File: src/rtl/bram_port_arbiter_pkg.sv
// Shared types and size helpers for the BRAM port arbiter.
package bram_arb_pkg;

   typedef enum logic {
      CLEAR = 1'b0,
      RUN   = 1'b1
   } arb_state_e;

   // Address width of a 16 Kbit RAMB16_RIGEL-style port for a given data width
   function automatic int unsigned addr_w(input int unsigned bits);
      return 32'(14 - $clog2(bits));
   endfunction

   function automatic int unsigned depth(input int unsigned bits);
      return 32'(16384 / bits);
   endfunction

endpackage

File: src/rtl/bram_port_arbiter_rr_arbiter.sv
// Combinational round-robin picker: first set request at or after ptr, wrapping modulo NREQ.
module rr_arbiter #(
   parameter int unsigned NREQ  = 4,
   parameter int unsigned IDX_W = $clog2(NREQ)
) (
   input  logic [NREQ-1:0]  req,
   input  logic [IDX_W-1:0] ptr,
   output logic [NREQ-1:0]  grant,
   output logic [IDX_W-1:0] idx
);

   int unsigned cand;
   logic        found;

   always_comb begin
      grant = '0;
      idx   = '0;
      found = 1'b0;
      cand  = 0;
      for (int unsigned i = 0; i < NREQ; i++) begin
         cand = 32'(ptr) + i;
         if (cand >= NREQ) begin
            cand = cand - NREQ;
         end
         if (!found && req[IDX_W'(cand)]) begin
            found               = 1'b1;
            grant[IDX_W'(cand)] = 1'b1;
            idx                 = IDX_W'(cand);
         end
      end
   end

endmodule

File: src/rtl/bram_port_arbiter.sv
// Round-robin sharing of one BRAM port among NREQ requesters, with zero-fill after reset.
// Define BRAM_ARB_RSP_REG_EN to add an output register on rsp_* (read latency 2 instead of 1).
module bram_port_arbiter
   import bram_arb_pkg::*;
#(
   parameter int unsigned NREQ   = 4,
   parameter int unsigned BITS   = 8,
   parameter int unsigned ADDR_W = addr_w(BITS),
   parameter int unsigned DEPTH  = depth(BITS)
) (
   input  logic                     CLK,
   input  logic                     reset,
   input  logic [NREQ-1:0]          req_valid,
   output logic [NREQ-1:0]          req_ready,
   input  logic [NREQ-1:0]          req_we,
   input  logic [NREQ*ADDR_W-1:0]   req_addr,
   input  logic [NREQ*BITS-1:0]     req_wdata,
   output logic                     rsp_valid,
   output logic [$clog2(NREQ)-1:0]  rsp_id,
   output logic [BITS-1:0]          rsp_data,
   output logic                     init_done,
   output logic                     ram_en,
   output logic                     ram_we,
   output logic [ADDR_W-1:0]        ram_addr,
   output logic [BITS-1:0]          ram_din,
   input  logic [BITS-1:0]          ram_dout
);

   localparam int unsigned IDX_W = $clog2(NREQ);

   arb_state_e         state_q, state_d;
   logic [ADDR_W-1:0]  clr_addr_q, clr_addr_d;
   logic [IDX_W-1:0]   rr_ptr_q, rr_ptr_d;
   logic               init_done_q, init_done_d;
   logic               rd_vld_q, rd_vld_d;
   logic [IDX_W-1:0]   rd_id_q, rd_id_d;

   logic               run_c;
   logic [NREQ-1:0]    arb_req_c;
   logic [NREQ-1:0]    grant_c;
   logic [IDX_W-1:0]   gidx_c;
   logic               granted_c;

   // Requests are only visible to the arbiter once zero-fill has finished
   assign run_c     = (state_q == RUN) && !reset;
   assign arb_req_c = req_valid & {NREQ{run_c}};

   rr_arbiter #(
      .NREQ  (NREQ),
      .IDX_W (IDX_W)
   ) u_rr (
      .req   (arb_req_c),
      .ptr   (rr_ptr_q),
      .grant (grant_c),
      .idx   (gidx_c)
   );

   assign granted_c = |grant_c;
   assign req_ready = grant_c;
   assign init_done = init_done_q;

   always_comb begin
      state_d    = state_q;
      clr_addr_d = clr_addr_q;
      rr_ptr_d   = rr_ptr_q;
      rd_vld_d   = 1'b0;
      rd_id_d    = rd_id_q;
      ram_en     = 1'b0;
      ram_we     = 1'b0;
      ram_addr   = '0;
      ram_din    = '0;

      if (state_q == CLEAR) begin
         if (!reset) begin
            ram_en     = 1'b1;
            ram_we     = 1'b1;
            ram_addr   = clr_addr_q;
            clr_addr_d = ADDR_W'(clr_addr_q + 1'b1);
            if (clr_addr_q == ADDR_W'(DEPTH - 1)) begin
               state_d = RUN;
            end
         end
      end else if (granted_c) begin
         ram_en   = 1'b1;
         ram_we   = req_we[gidx_c];
         ram_addr = req_addr[32'(gidx_c)*ADDR_W +: ADDR_W];
         ram_din  = req_wdata[32'(gidx_c)*BITS +: BITS];
         rr_ptr_d = (gidx_c == IDX_W'(NREQ - 1)) ? '0 : IDX_W'(gidx_c + 1'b1);
         rd_vld_d = !req_we[gidx_c];
         rd_id_d  = gidx_c;
      end

      init_done_d = (state_d == RUN);
   end

   always_ff @(posedge CLK) begin
      if (reset) begin
         state_q     <= CLEAR;
         clr_addr_q  <= '0;
         rr_ptr_q    <= '0;
         init_done_q <= 1'b0;
         rd_vld_q    <= 1'b0;
         rd_id_q     <= '0;
      end else begin
         state_q     <= state_d;
         clr_addr_q  <= clr_addr_d;
         rr_ptr_q    <= rr_ptr_d;
         init_done_q <= init_done_d;
         rd_vld_q    <= rd_vld_d;
         rd_id_q     <= rd_id_d;
      end
   end

`ifdef BRAM_ARB_RSP_REG_EN
   logic               rsp_valid_q, rsp_valid_d;
   logic [IDX_W-1:0]   rsp_id_q, rsp_id_d;
   logic [BITS-1:0]    rsp_data_q, rsp_data_d;

   // Second tag stage captures the BRAM output alongside its requester index
   always_comb begin
      rsp_valid_d = rd_vld_q;
      rsp_id_d    = rd_vld_q ? rd_id_q : '0;
      rsp_data_d  = rd_vld_q ? ram_dout : '0;
   end

   always_ff @(posedge CLK) begin
      if (reset) begin
         rsp_valid_q <= 1'b0;
         rsp_id_q    <= '0;
         rsp_data_q  <= '0;
      end else begin
         rsp_valid_q <= rsp_valid_d;
         rsp_id_q    <= rsp_id_d;
         rsp_data_q  <= rsp_data_d;
      end
   end

   assign rsp_valid = rsp_valid_q;
   assign rsp_id    = rsp_id_q;
   assign rsp_data  = rsp_data_q;
`else
   // BRAM DOA is already registered, so the response is presented straight from it
   assign rsp_valid = rd_vld_q && !reset;
   assign rsp_id    = rd_vld_q ? rd_id_q : '0;
   assign rsp_data  = rd_vld_q ? ram_dout : '0;
`endif

endmodule
File: config.mk
export PLATFORM = sky130hd
export DESIGN_NAME = bram_port_arbiter
export DESIGN_NICKNAME = d
export VERILOG_FILES = /design/src/rtl/bram_port_arbiter_pkg.sv /design/src/rtl/bram_port_arbiter_rr_arbiter.sv /design/src/rtl/bram_port_arbiter.sv
export SDC_FILE = /design/constraint.sdc
export NUM_CORES = 1
export LEC_CHECK = 0
export BUFFER_PORTS_ARGS = -buffer_cell sky130_fd_sc_hd__clkbuf_2
export CAP_MARGIN = 15
export CORE_ASPECT_RATIO = 1.5
export CORE_UTILIZATION = 40
export CTS_BUF_LIST = sky130_fd_sc_hd__clkbuf_4
export CTS_CLUSTER_SIZE = 16
export DETAILED_ROUTE_END_ITERATION = 6
export GPL_ROUTABILITY_DRIVEN = 0
export HOLD_SLACK_MARGIN = 0.1
export PLACE_DENSITY_LB_ADDON = 0.15
export SLEW_MARGIN = 10
export SYNTH_ARGS = -nofsm -noshare
export SYNTH_HDL_FRONTEND = slang
export SYNTH_SLANG_ARGS = --single-unit
export TNS_END_PERCENT = 30
File: constraint.sdc
create_clock -name CLK -period 3 [get_ports CLK]
set_clock_uncertainty 0.2 [all_clocks]
set_input_delay 0.15 -clock CLK [delete_from_list [all_inputs] [get_ports CLK]]
set_output_delay 0.15 -clock CLK [all_outputs]
set_load 0.05 [all_outputs]
==> out/metrics.cfg <==
[cts]
numCtsBuffers=3
cts_buffer_depth=2
htree_num_levels=1
clk_pin_slew_ns=0.10
cts_root_buf=clkbuf_4
clkSinkCount=17
clk-insertion-delay-late_ns=0.28
cts_tree=done

[synthesis]
synth_edf_count=0
ys_seq_area_share_pct=17.0
syn-num-nets=310
synthDistinctLibCells=49
synth-seq-cells=17
yosysWarnings=0
synthArstFlopShare_pct=0
avgSynthCellArea_um2=9.65
syn_inst=207
yosys_most_used_dff=dfxtp_1
synth_area_um2=2000

[sta]
setup_viol=21
finalCritPeriodShare_pct=113
report.final.slew_viol_count=0
slew_headroom_pct=75.6
hold_violations=0
fin_ws_ns=-0.404
fmax_mhz=294
whs_ns=0.244
worst_slew_pin_slew_ns=0.361
period_needed_ns=3.40
rsz0062_at_grt=true

[critical_path]
critPathMaxFanout=7
reg2reg_depth=14
arrival_ns=3.05
worstReg2RegEnd=rd_id_q[0]
critPathCaptureType=output pin
path_class=reg2out
r2r_setup_slack_ns=0.05
r2r-start=rr_ptr_q[0]
required_ns=2.65
start_kind=flip-flop

[place]
hpwl_mm=5.42
io_buffers=130
placed_cells=416
dpl_cell_area_um2=3070

[grt]
grt_max_degree=21
grt_pass1_wl_mm=10.1
grt.total_usage_pct=25.3
grt_pass1_vias=2275
overflow=0
antenna_found_initial=0

[final_layout]
drive_gt1_share_pct=65.4
layout.cells.non_filler=427
antenna_cells=0
finalNetCount=465
stdcell_area_um2=3450
layout_commonest_cell=clkbuf_2
syn_to_final_growth_pct=72.8
layout_common_cells=clkbuf_2, buf_4, mux4_2

[routing]
drtAntennaViolNets=0
met2_wirelength_mm=3.87
highest_layer=met4
via_count=2318
wl_met1_mm=2.40
drt_iter0_drc=116
drtPass1Iterations=4
vias_per_cell=5.43
wl_met3_um=402
wirelength_mm=6.90
wl_per_cell_um=16.2
drc=0

[die]
start_util_pct=41.5
core_region_area_um2=4810
std_cell_rows=31
die_height_um=88.5
die_x_um=59.7
die_area_um2=5280
pin_count=131

[run_status]
outcome=finished, violations left
violations=setup timing

[pwr]
power_frac_seq_pct=45.5
switching_power_w=0.000143
p_per_area_nw_per_um2=150
clockPowerShare_pct=22.6
swShare_pct=27.6
combPwrFrac_pct=31.9
p_int_w=0.000374
p_total_w=0.000517
power.leakage_nw=1.70
ir_worst_vdd_v=0.0000840

[flow_run]
drv_cap=0

[min_path]
hold_class=in2reg
worstHoldStart=req_we[3]
whs_path_depth=5
min_to=rd_vld_q

sequential cells by signal, summed over array words and instances (netlist names):
name	cells
init_done	1
clr_addr_q	11
rr_ptr_q	2
rd_vld_q	1
rd_id_q	2
layer usage:
metal  up-vias  track usage, %
met4         0            9.30
met1      1077            28.2
met2       129            48.4
met5         -               0
met3        20            2.05
li1       1092               -
cells in the mapped netlist (all sizes together), types with 2 or more instances:
library cell,instances,area (um2)
a21oi,4,20.0
mux2i,8,80.1
and3,2,12.5
nand4,2,12.5
dfxtp,17,340
nor2b,4,25.0
nor2,18,67.6
inv,12,45.0
ha,9,113
buf,10,68.8
nor3,2,21.3
clkbuf,6,22.5
and2,19,121
nand2,4,15.0
o21ai,3,15.0
and3b,2,17.5
mux4,20,450
o31ai,6,58.8
xor2,5,43.8
a22o,11,96.3
nand3,9,45.0
a221oi,5,43.8
xnor2,6,52.6
nor3b,4,30.0
power groups by stage:
stage | Clock [W] | Combinational, W | Sequential, W
2_1_floorplan | 0 | 0.0000748 | 0.000237
3_3_place_gp | 0 | 0.000150 | 0.000240
3_5_place_dp | 0 | 0.000154 | 0.000240
4_1_cts | 0.000121 | 0.000162 | 0.000235
5_1_grt | 0.000129 | 0.000176 | 0.000236
6_report | 0.000117 | 0.000165 | 0.000235
kinds of logic (layout without fill, tap and decap cells):
| kind of cell | Yosys count | count (layout) | synth area share, % |
|---|---|---|---|
| buffers and inverters | 28 | 182 | 6.83 |
| flip-flops | 17 | 17 | 17.0 |
| AO/OA/AOI/OAI | 41 | 41 | 17.2 |
| XOR/XNOR | 11 | 11 | 4.82 |
| AND/OR/NAND/NOR | 73 | 73 | 21.9 |
| multiplexers | 28 | 28 | 26.6 |
| adder cells (fa/ha/maj) | 9 | 9 | 5.64 |
per-stage QoR:
stage | utilization (%) | setup TNS, ns | worst slack (ns)
floorplan | - | -2.94 | -0.183
global placement | 63.8 | -0.321 | -0.0664
detailed placement | 63.8 | -0.355 | -0.0848
CTS | 68.9 | -5.52 | -0.341
global route | 71.7 | -9.43 | -0.505
finish | 71.7 | -6.79 | -0.404
repair_timing:
item	CTS	global route
hold endpoints to repair	13	0
buffers inserted	2	3
setup endpoints to repair	21	28
pin swaps	1	10
gates cloned	0	1
gates resized for setup	47	37
hold buffers	1	0
final cells by class:
class,instances,area [um2]
clock buffer,3,22.5
timing repair buffer,166,1210
tap,66,82.6
multi-input combinational,162,1730
inverter,12,50.0
clock inverter,1,5.00
sequential,17,345
fill,389,1360
worst max-delay path, stage by stage (launching register included):
cell and delay (ns):
dfxtp_4 0.38, inv_6 0.03, ha_4 0.30, mux2i_2 0.33, o31ai_1 0.12, o21ai_0 0.24
buf_4 0.16, o31ai_4 0.06, buf_6 0.14, buf_12 0.14, mux4_2 0.47, a22o_4 0.24
buf_8 0.14
worst max-delay path by stage:
stage          slack [ns]           to        start
3_5_place_dp        -0.08  ram_addr[9]  rr_ptr_q[1]
2_1_floorplan       -0.18  ram_addr[0]  rr_ptr_q[0]
6_report            -0.40  ram_addr[6]  rr_ptr_q[0]
4_1_cts             -0.34  ram_addr[6]  rr_ptr_q[1]
5_1_grt             -0.50  ram_addr[9]  rr_ptr_q[1]
3_3_place_gp        -0.07  ram_addr[6]  rr_ptr_q[1]
Power figures use the tool's default switching activity.
